## src/rtl/jtag_pkg.sv

```systemverilog
// rtl/jtag_pkg.sv - shared encodings for the JTAG-to-AHB bridge
// Contents: AHB-Lite HTRANS/HSIZE/HBURST encodings, bridge FSM state enum,
// request-type enum and the TAP IR opcodes that drive the bridge strobes.
package jtag_pkg;

    localparam logic [1:0] HTRANS_IDLE   = 2'b00;
    localparam logic [1:0] HTRANS_NONSEQ = 2'b10;
    localparam logic [2:0] HSIZE_WORD    = 3'b010;
    localparam logic [2:0] HBURST_SINGLE = 3'b000;

    // TAP instruction opcodes whose DR updates produce ADDR_WR/DATA_WR/RD_REQ
    localparam logic [3:0] IR_ADDR   = 4'h8;
    localparam logic [3:0] IR_DATA   = 4'h9;
    localparam logic [3:0] IR_READ   = 4'hA;
    localparam logic [3:0] IR_BYPASS = 4'hF;

    typedef enum logic [1:0] {
        IDLE    = 2'd0,
        ADDR_PH = 2'd1,
        DATA_PH = 2'd2
    } state_t;

    typedef enum logic {
        WR = 1'b0,
        RD = 1'b1
    } req_t;

endpackage

```

## src/rtl/jtag_ahb_master.sv

```systemverilog
// rtl/jtag_ahb_master.sv - single-beat AHB-Lite master driven by JTAG strobes
// Ports:
//   TCK/TRST                 clock, synchronous active-high reset
//   ADDR_WR/ADDR_IN          load address register
//   DATA_WR/DATA_IN, RD_REQ  write / read requests (one-cycle pulses)
//   ERR_CLR                  clear sticky ERR and OVF
//   RDATA_OUT/RDATA_VALID    captured read data and its pulse
//   BUSY, DONE, ERR, OVF     status
//   H*                       AHB-Lite master interface
module jtag_ahb_master
    import jtag_pkg::*;
#(
    parameter int ADDR_WIDTH = 32,
    parameter int DATA_WIDTH = 32,
    parameter int AUTO_INC   = 1
) (
    input  logic                  TCK,
    input  logic                  TRST,
    input  logic                  ADDR_WR,
    input  logic [ADDR_WIDTH-1:0] ADDR_IN,
    input  logic                  DATA_WR,
    input  logic [DATA_WIDTH-1:0] DATA_IN,
    input  logic                  RD_REQ,
    input  logic                  ERR_CLR,
    output logic [DATA_WIDTH-1:0] RDATA_OUT,
    output logic                  RDATA_VALID,
    output logic                  BUSY,
    output logic                  DONE,
    output logic                  ERR,
    output logic                  OVF,
    output logic [ADDR_WIDTH-1:0] HADDR,
    output logic                  HWRITE,
    output logic [1:0]            HTRANS,
    output logic [2:0]            HSIZE,
    output logic [2:0]            HBURST,
    output logic [DATA_WIDTH-1:0] HWDATA,
    input  logic [DATA_WIDTH-1:0] HRDATA,
    input  logic                  HREADY,
    input  logic                  HRESP
);

    state_t                state, state_n;
    logic [ADDR_WIDTH-1:0] addr_reg, addr_n;
    logic [ADDR_WIDTH-1:0] haddr_q, haddr_n;
    logic                  hwrite_q, hwrite_n;
    logic [DATA_WIDTH-1:0] hwdata_q, hwdata_n;
    logic [DATA_WIDTH-1:0] rdata_q, rdata_n;
    logic                  rvalid_q, rvalid_n;
    logic                  done_q, done_n;
    logic                  err_q, err_n;
    logic                  ovf_q, ovf_n;
    logic                  pend_valid, pend_valid_n;
    req_t                  pend_type, pend_type_n;
    logic [DATA_WIDTH-1:0] pend_data, pend_data_n;

    logic                  complete;
    logic                  issue;
    req_t                  issue_type;
    logic [DATA_WIDTH-1:0] issue_data;
    logic                  err_set;
    logic                  ovf_set;

    always_ff @(posedge TCK) begin
        if (TRST) begin
            state      <= IDLE;
            addr_reg   <= '0;
            haddr_q    <= '0;
            hwrite_q   <= 1'b0;
            hwdata_q   <= '0;
            rdata_q    <= '0;
            rvalid_q   <= 1'b0;
            done_q     <= 1'b0;
            err_q      <= 1'b0;
            ovf_q      <= 1'b0;
            pend_valid <= 1'b0;
            pend_type  <= WR;
            pend_data  <= '0;
        end else begin
            state      <= state_n;
            addr_reg   <= addr_n;
            haddr_q    <= haddr_n;
            hwrite_q   <= hwrite_n;
            hwdata_q   <= hwdata_n;
            rdata_q    <= rdata_n;
            rvalid_q   <= rvalid_n;
            done_q     <= done_n;
            err_q      <= err_n;
            ovf_q      <= ovf_n;
            pend_valid <= pend_valid_n;
            pend_type  <= pend_type_n;
            pend_data  <= pend_data_n;
        end
    end

    always_comb begin
        state_n      = state;
        haddr_n      = haddr_q;
        hwrite_n     = hwrite_q;
        hwdata_n     = hwdata_q;
        rdata_n      = rdata_q;
        rvalid_n     = 1'b0;
        done_n       = 1'b0;
        pend_valid_n = pend_valid;
        pend_type_n  = pend_type;
        pend_data_n  = pend_data;
        issue        = 1'b0;
        issue_type   = WR;
        issue_data   = DATA_IN;
        ovf_set      = 1'b0;

        complete = (state == DATA_PH) && HREADY;
        err_set  = (state == DATA_PH) && HRESP;

        // A fresh ADDR_WR beats the post-transfer increment; the address a
        // newly issued transfer uses is always this next-cycle value.
        if (ADDR_WR) begin
            addr_n = ADDR_IN;
        end else if (complete && !HRESP && (AUTO_INC != 0)) begin
            addr_n = addr_reg + ADDR_WIDTH'(4);
        end else begin
            addr_n = addr_reg;
        end

        case (state)
            IDLE: begin
                if (DATA_WR || RD_REQ) begin
                    issue      = 1'b1;
                    issue_type = DATA_WR ? WR : RD;
                    // The read half of a simultaneous write+read is parked.
                    if (DATA_WR && RD_REQ) begin
                        if (!pend_valid) begin
                            pend_valid_n = 1'b1;
                            pend_type_n  = RD;
                        end else begin
                            ovf_set = 1'b1;
                        end
                    end
                end
            end
            ADDR_PH: begin
                if (HREADY) begin
                    state_n = DATA_PH;
                end
            end
            DATA_PH: begin
                if (HREADY) begin
                    done_n = 1'b1;
                    if (!hwrite_q && !HRESP) begin
                        rvalid_n = 1'b1;
                        rdata_n  = HRDATA;
                    end
                    if (pend_valid) begin
                        issue        = 1'b1;
                        issue_type   = pend_type;
                        issue_data   = pend_data;
                        pend_valid_n = 1'b0;
                    end else begin
                        state_n = IDLE;
                    end
                end
            end
            default: state_n = IDLE;
        endcase

        // While busy, new requests compete for the single slot. The slot
        // counts as full for the whole cycle it drains, so a request in that
        // cycle is dropped rather than refilling it.
        if (state != IDLE && (DATA_WR || RD_REQ)) begin
            if (!pend_valid) begin
                pend_valid_n = 1'b1;
                pend_type_n  = DATA_WR ? WR : RD;
                pend_data_n  = DATA_IN;
                ovf_set      = DATA_WR && RD_REQ;
            end else begin
                ovf_set = 1'b1;
            end
        end

        if (issue) begin
            state_n  = ADDR_PH;
            haddr_n  = addr_n;
            hwrite_n = (issue_type == WR);
            if (issue_type == WR) begin
                hwdata_n = issue_data;
            end
        end

        err_n = err_set ? 1'b1 : (ERR_CLR ? 1'b0 : err_q);
        ovf_n = ovf_set ? 1'b1 : (ERR_CLR ? 1'b0 : ovf_q);
    end

    assign HTRANS      = (state == ADDR_PH) ? HTRANS_NONSEQ : HTRANS_IDLE;
    assign HSIZE       = HSIZE_WORD;
    assign HBURST      = HBURST_SINGLE;
    assign HADDR       = haddr_q;
    assign HWRITE      = hwrite_q;
    assign HWDATA      = hwdata_q;
    assign RDATA_OUT   = rdata_q;
    assign RDATA_VALID = rvalid_q;
    assign DONE        = done_q;
    assign ERR         = err_q;
    assign OVF         = ovf_q;
    assign BUSY        = (state != IDLE) || pend_valid;

endmodule

```

## config.mk

```make
export PLATFORM = sky130hd
export DESIGN_NAME = jtag_ahb_master
export DESIGN_NICKNAME = d
export VERILOG_FILES = /design/src/rtl/jtag_pkg.sv /design/src/rtl/jtag_ahb_master.sv
export SDC_FILE = /design/constraint.sdc
export NUM_CORES = 1
export LEC_CHECK = 0
export CORE_MARGIN = 8
export CORE_UTILIZATION = 42
export DETAILED_ROUTE_END_ITERATION = 8
export GPL_ROUTABILITY_DRIVEN = 0
export GPL_TIMING_DRIVEN = 0
export MAX_ROUTING_LAYER = met4
export PLACE_DENSITY = 0.73
export SLEW_MARGIN = 25
export SYNTH_ARGS = -nofsm -noshare
export SYNTH_HDL_FRONTEND = slang
export SYNTH_SLANG_ARGS = --single-unit
```

## constraint.sdc

```tcl
create_clock -name TCK -period 2.6 [get_ports TCK]
set_input_delay 0.65 -clock TCK [delete_from_list [all_inputs] [get_ports TCK]]
set_output_delay 0.65 -clock TCK [all_outputs]
set_load 0.005 [all_outputs]
```

==> impl_results.md, run 1 <==
* Outcome: finished clean
* Clk Latency, worst-skew pair at 0.42 ns
* Commonest cells post-synth: dfxtp_1, nand2_1, nor2_1, a21oi_1, clkbuf_1
* Syn avg cell area at 8.297 um^2
* Total of max-cap violations at 0
* Post-synth EDFFs at 0
* Worst path slowest cell: clkdlybuf4s50_1
* Gr usage total at 22.15%
* Top FF cell, synth: dfxtp_1
* Critical R2R Launch: addr_reg[12]$_SDFF_PP0_
* Pwr dens at 634.5 nW/um^2
* H-tree levels at 4
* Worst-path clk slew at 0.07 ns
* Via count at 6,945
* Crit. End Element: output port
* Area share of the largest cell type after synthesis at 47.25%
* Post-synthesis sequential area ratio at 47.25%
* Yosys reg bits at 169
* Synth Warn # at 0
* CP Class: flip-flop to output port
* Internal at 4.674 mW
* Setup violations, final at 0
* Clk root buf: clkbuf_16
* Critical path launch point type: flip-flop
* Largest area contributor in the netlist: dfxtp_1
* Post-DP HPWL at 17,390 um
* Critical Path Max Stage Delay at 0.57 ns
* Num CTS Buffers at 17
* Initial core utilization at 43.03%
* Post-synthesis cell type count at 54
* Num ports at 214
* Synth-to-Final Area Change at 41.03%
* Post-Syn Instances at 863
* RSZ-0062 raised after global routing: no
* Min Clock Period, post-route at 2.488 ns
* Final Hold Fails at 0
* Design Power at 6.407 mW
* Die height at 146.6 um
* Sink Count at 169
* Routed length per instance at 17.50 um
* Fill count at 1,510
* Net Sw Power at 1.733 mW
* IO Port Bufs at 204
* RR Endpoint: addr_reg[29]$_SDFF_PP0_
* Min-delay worst type: flip-flop to flip-flop
* Min-Delay Endpoint: pend_data[17]$_SDFFE_PP0N_
* First-pass GRT wire length at 36,930 um
* Die Wd at 146.6 um
* Hold WS at 0.4533 ns
* Initial antenna violation count at 3
* Final WL at 23,260 um
* Drt first pass iters at 6
* VDD IR max at 0.4614 mV
* Max Freq at 0.4020 GHz
* CTS tree: yes
* Combinational share of power at 17.0%
* Crit-path cells: buf_2, nor2b_2, clkdlybuf4s50_1
* Final ANT Viol Nets at 0
* Setup TNS at 0 ns
* Detail-routed via count per cell at 5.226
* GRT overflow at 0
* Synth area leaders: dfxtp_1, nand2_1, a21oi_1, mux2i_1, nor2_1
* Die area at 21,480 um^2
* Worst slew pin tran at 0.7525 ns
* Row count at 47
* Clock Power Share at 37.5%
* CP max FO at 10
* Net Sw Frac at 27.05%
* Leakage Power at 3.816 nW
* Max Root-Sink Buffers at 2
* Largest net degree at the start of global routing at 17
* # DRC at 0
* Core area at 16,640 um^2
* Post-synth ARST share at 0%
* Final Max Slew Viols at 0
* Hold Crit Start: pend_data[17]$_SDFFE_PP0N_
* Worst slew margin at 49.83%
* Synth Cell Area at 7161 um^2
* Nets at 1,198
* R2R depth at 6
* Vias in the first global route at 7,040
* Final worst-path cycle share at 95.68%
* Share of cells above drive strength 1 at 5.515%
* Most instantiated library cell after synthesis: dfxtp_1
* Power share of the sequential group at 45.5%
* CP required at 1.95 ns
* Skew final at 0.007750 ns
* Min-Delay Path Depth at 2
* Drt initial violations at 383
* Worst EP arrival at 1.84 ns
* R2R setup slack at 0.25 ns
## timing repair
| item | CTS | global route |
|---|---|---|
| setup buffers | 1 | 1 |
| resized for setup | 3 | 13 |
| pin swaps | 0 | 1 |
| hold buffers | 0 | 0 |
| endpoints found under the setup margin | 5 | 24 |
| cloned | 0 | 0 |
## power by group through the flow
| stage | combinational [mW] | clock, mW | sequential, mW |
|---|---|---|---|
| after CTS | 1.10 | 2.45 | 2.91 |
| after global placement | 1.08 | 0 | 2.96 |
| after detailed placement | 1.09 | 0 | 2.97 |
| final | 1.09 | 2.40 | 2.92 |
| after global routing | 1.20 | 2.55 | 2.94 |
| after floorplan | 0.492 | 0 | 2.95 |
## cell type report
type | count | area, um^2 | area share, %
multi-input combinational | 612 | 3445 | 34.11
sequential | 169 | 3383 | 33.50
timing repair buffer | 206 | 2062 | 20.42
clock buffer | 19 | 432.9 | 4.287
buffer | 73 | 316.6 | 3.135
tap | 220 | 275.3 | 2.726
clock inverter | 13 | 123.9 | 1.227
inverter | 14 | 52.55 | 0.5204
antenna | 3 | 7.507 | 0.07434
## critical path, delay by kind of cell (launching register included)
family	cells	cell delay (ns)
buffers and inverters	2	0.81
DFF	1	0.37
and+or+nand+nor	1	0.24
## per-layer routing
metal | global-route usage, % | wire (um) | vias to the layer above
met5 | - | 0 | -
met1 | 25.64 | 9798 | 3181
met4 | 7.213 | 355 | 0
li1 | - | - | 3474
met3 | 7.818 | 1997 | 26
met2 | 35.28 | 11110 | 264
## cells by family (layout without fill, tap and decap cells)
group	Yosys count	after routing	share of synthesized area, %
AO/OA/AOI/OAI	191	191	17.23
XOR/XNOR	12	12	1.468
adder cells (fa/ha/maj)	1	1	0.1747
buffers and inverters	87	325	5.050
flip-flops	169	169	47.25
multiplexers	40	40	5.591
other	2	10	0.1049
AND/OR/NAND/NOR	361	361	23.13
## per-stage QoR
stage                     area, um^2  instances  worst slack, ns  util (%)
final                          10100       1329           0.1122     60.68
after global routing           10100       1329         0.002905     60.68
after CTS                      10070       1325          0.01740     60.51
after detailed placement        9497       1292          -0.5121     57.06
after global placement          9497       1292          -0.4893     57.06
after floorplan                 7179        868           0.1705         -
## how the worst max path moves through the flow
| stage | startpoint | to | slack [ns] |
|---|---|---|---|
| floorplan | HREADY | addr_reg[29]$_SDFF_PP0_ | 0.17 |
| global placement | RD_REQ | HADDR[17]$_SDFFE_PP0P_ | -0.49 |
| detailed placement | DATA_WR | HADDR[17]$_SDFFE_PP0P_ | -0.51 |
| CTS | state[0]$_SDFFE_PP0P_ | HTRANS[1] | 0.02 |
| global route | state[0]$_SDFFE_PP0P_ | HTRANS[1] | 0.003 |
| finish | state[0]$_SDFFE_PP0P_ | HTRANS[1] | 0.11 |
## placed cells by master, fill, tap and decap left out, drive strengths merged, types with 8 or more instances in the layout
master	count
inv	16
xnor2	8
o21a	9
a211oi	38
o21ai	22
nand2	157
nor3	34
buf	20
nand3b	15
a21oi	80
mux2i	40
nand2b	8
nand3	14
clkbuf	74
dfxtp	169
nor4	9
nor2	84
clkdlybuf4s50	202
Note: power is estimated with default switching activity, not from simulation.
==> run 2: changes to the inputs <==
Settings changed: ABC_AREA from default to 1, PLACE_DENSITY 0.73 to 0.72.
==> run 2 against run 1 <==
  * Wire length increased by 9.7%
  * First-iteration DRC count increased by 26%
  * Sequential power about the same
  * Clock skew increased by 0.00095 ns
  * Synthesized cell count increased by 29%
  * Area after synthesis increased by 6.0%
  * Critical path depth increased by 1
  * Largest power group unchanged
==> impl_results.md, run 2 <==
* Gr usage total at 23.00%
* Hold WS at 0.4636 ns
* CTS tree: yes
* Final ANT Viol Nets at 0
* Num ports at 214
* Final WL at 25,510 um
* Setup TNS at 0 ns
* CP required at 1.95 ns
* Pwr dens at 639.5 nW/um^2
* RSZ-0062 raised after global routing: no
* Total of max-cap violations at 0
* Setup violations, final at 0
* Drt first pass iters at 7
* Die height at 150.5 um
* Max Freq at 0.4055 GHz
* Initial antenna violation count at 0
* Sink Count at 169
* Storage element area at 3383 um^2
* Initial core utilization at 42.56%
* H-tree levels at 4
* Min-delay worst type: flip-flop to flip-flop
* Worst-path clk slew at 0.07 ns
* Post-Syn Instances at 1,112
* Commonest cells after routing, fill and taps aside: nand2_1, clkdlybuf4s50_1, dfxtp_1, nor2_1, inv_1
* Max Root-Sink Buffers at 2
* Nets at 1,445
* Die Wd at 150.5 um
* VDD IR max at 0.4857 mV
* IO Port Bufs at 204
* CP max FO at 9
* Critical Path Max Stage Delay at 0.57 ns
* Commonest non-fill, non-tap cell in the layout: nand2_1
* Post-synth EDFFs at 0
* Routed length per instance at 16.13 um
* Post-synthesis sequential area ratio at 44.56%
* Worst path slowest cell: clkdlybuf4s50_1
* Synth Cell Area at 7592 um^2
* Largest area contributor in the netlist: dfxtp_1
* Area of the multi-input gates at 3570 um^2
* Post-synth ARST share at 0%
* Min Clock Period, post-route at 2.466 ns
* Detail-routed via count per cell at 5.042
* Synth area leaders: dfxtp_1, nand2_1, nor2_1, a21oi_1, nand3_1
* Fill count at 1,685
* Synth-to-Final Area Change at 38.96%
* Final WS setup at 0.1338 ns
* Final Hold Fails at 0
* Worst slew margin at 51.27%
* First-pass GRT wire length at 39,630 um
* Synth Warn # at 0
* Worst slew pin tran at 0.7309 ns
* Final worst-path cycle share at 94.85%
* CTS-repair resized insts at 1
* Critical path launch point type: flip-flop
* Share of cells above drive strength 1 at 5.248%
* Area share of the largest cell type after synthesis at 44.56%
* Outcome: finished clean
* Skew final at 0.008701 ns
* GRT overflow at 0
* Num CTS Buffers at 17
* Drt initial violations at 483
* Leakage Power at 4.583 nW
* Crit. End Element: output port
* Row count at 49
* Die area at 22,640 um^2
* Top FF cell, synth: dfxtp_1
* Clk Latency, worst-skew pair at 0.43 ns
* Most instantiated library cell after synthesis: nand2_1
* Dpl ws at -0.1303 ns
* Vias in the first global route at 7,594
* Yosys reg bits at 169
* Design Power at 6.747 mW
* Crit-path cells: buf_2, clkinv_2, nand2_1, clkdlybuf4s50_1
* Syn avg cell area at 6.828 um^2
* Util after Layout at 59.13%
* CP Class: flip-flop to output port
* Via count at 7,976
* Core area at 17,840 um^2
* Clk root buf: clkbuf_16
* Worst EP arrival at 1.82 ns
* Commonest cells post-synth: nand2_1, dfxtp_1, nor2_1, inv_1
* # DRC at 0
* Final Max Slew Viols at 0
* Antenna diode count at 0
* Post-synthesis cell type count at 38
* Post-DP HPWL at 19,160 um
* Post-CTS Setup Repair Bufs at 0
* Largest net degree at the start of global routing at 17
* CTS hold repair buffers at 0
## run 2: cell count changes in the layout (fill, tap and decap cells not counted), moves of 27 or more
cell      previous run  this run
nor2_1              84       112
nand2_1            157       339
mux2i_1             40         4
a211oi_1            37         1
a31oi_1              3        32
nand3_1             14        65
o21ai_1              0        32
o21ai_0             22        65
inv_1               14        84
nor3_1              34         7
## run 2: layer usage
metal | GRT usage (%) | part of all wire [%] | vias up
met4 | 8.996 | 2.2 | 0
met2 | 38.09 | 49 | 244
li1 | - | - | 4038
met5 | - | 0 | -
met1 | 26.76 | 43 | 3655
met3 | 5.020 | 6.0 | 39
## run 2: layout make-up
cell class / instances / area share, %
Inverter: 91 / 3.250
Sequential cell: 169 / 32.07
Timing Repair Buffer: 204 / 19.35
Buffer: 71 / 3.000
Tap cell: 229 / 2.716
Clock inverter: 13 / 1.577
Clock buffer: 19 / 4.198
Multi-Input combinational cell: 786 / 33.84
## run 2: cells by family (layout without fill, tap and decap cells)
logic type | count (synthesis) | count (layout) | synth area share [%]
and+or+nand+nor | 553 | 553 | 29.83
buffers and inverters | 162 | 398 | 8.668
other | 2 | 7 | 0.09892
adders and majority gates | 1 | 1 | 0.1648
AOI/OAI and AO/OA | 212 | 212 | 15.11
DFF | 169 | 169 | 44.56
xor gates and xnor gates | 9 | 9 | 1.038
muxes | 4 | 4 | 0.5274
## run 2: final timing paths
path	from	to	slack, ns	depth (start not counted)
min	pend_data[5]$_SDFFE_PP0N_	pend_data[5]$_SDFFE_PP0N_	0.46	2
max reg2reg	state[1]$_SDFFE_PP0P_	HADDR[9]$_SDFFE_PP0P_	0.38	9
min reg2reg	pend_data[5]$_SDFFE_PP0N_	pend_data[5]$_SDFFE_PP0N_	0.46	2
max	pend_valid$_SDFF_PP0_	BUSY	0.13	4
## run 2: worst max-delay path, delay by kind of cell (launching register included)
family	cells	cell delay [ns]
simple gates	1	0.12
buf+inv	3	0.96
flops	1	0.31
## run 2: where the power goes
part           switching (mW)  internal [mW]  leakage, nW
registers               0.120           2.78         1.39
logic                   0.620          0.576         2.90
clock network            1.10           1.55        0.296
total                    1.84           4.91         4.58
## run 2: through the flow
step / area, um^2 / std cells
global placement: 9940 / 1550
finish: 10550 / 1582
detailed placement: 9940 / 1550
global route: 10550 / 1582
floorplan: 7611 / 1117
CTS: 10550 / 1582
==> run 3: changes to the inputs <==
Settings changed: ABC_AREA 1 to default, ABC_CLOCK_PERIOD_IN_PS from default to 2600, PLACE_DENSITY 0.72 to 0.73.
==> results of run 3 <==
The final DEF is identical to that of run 1; final timing and power are the same.
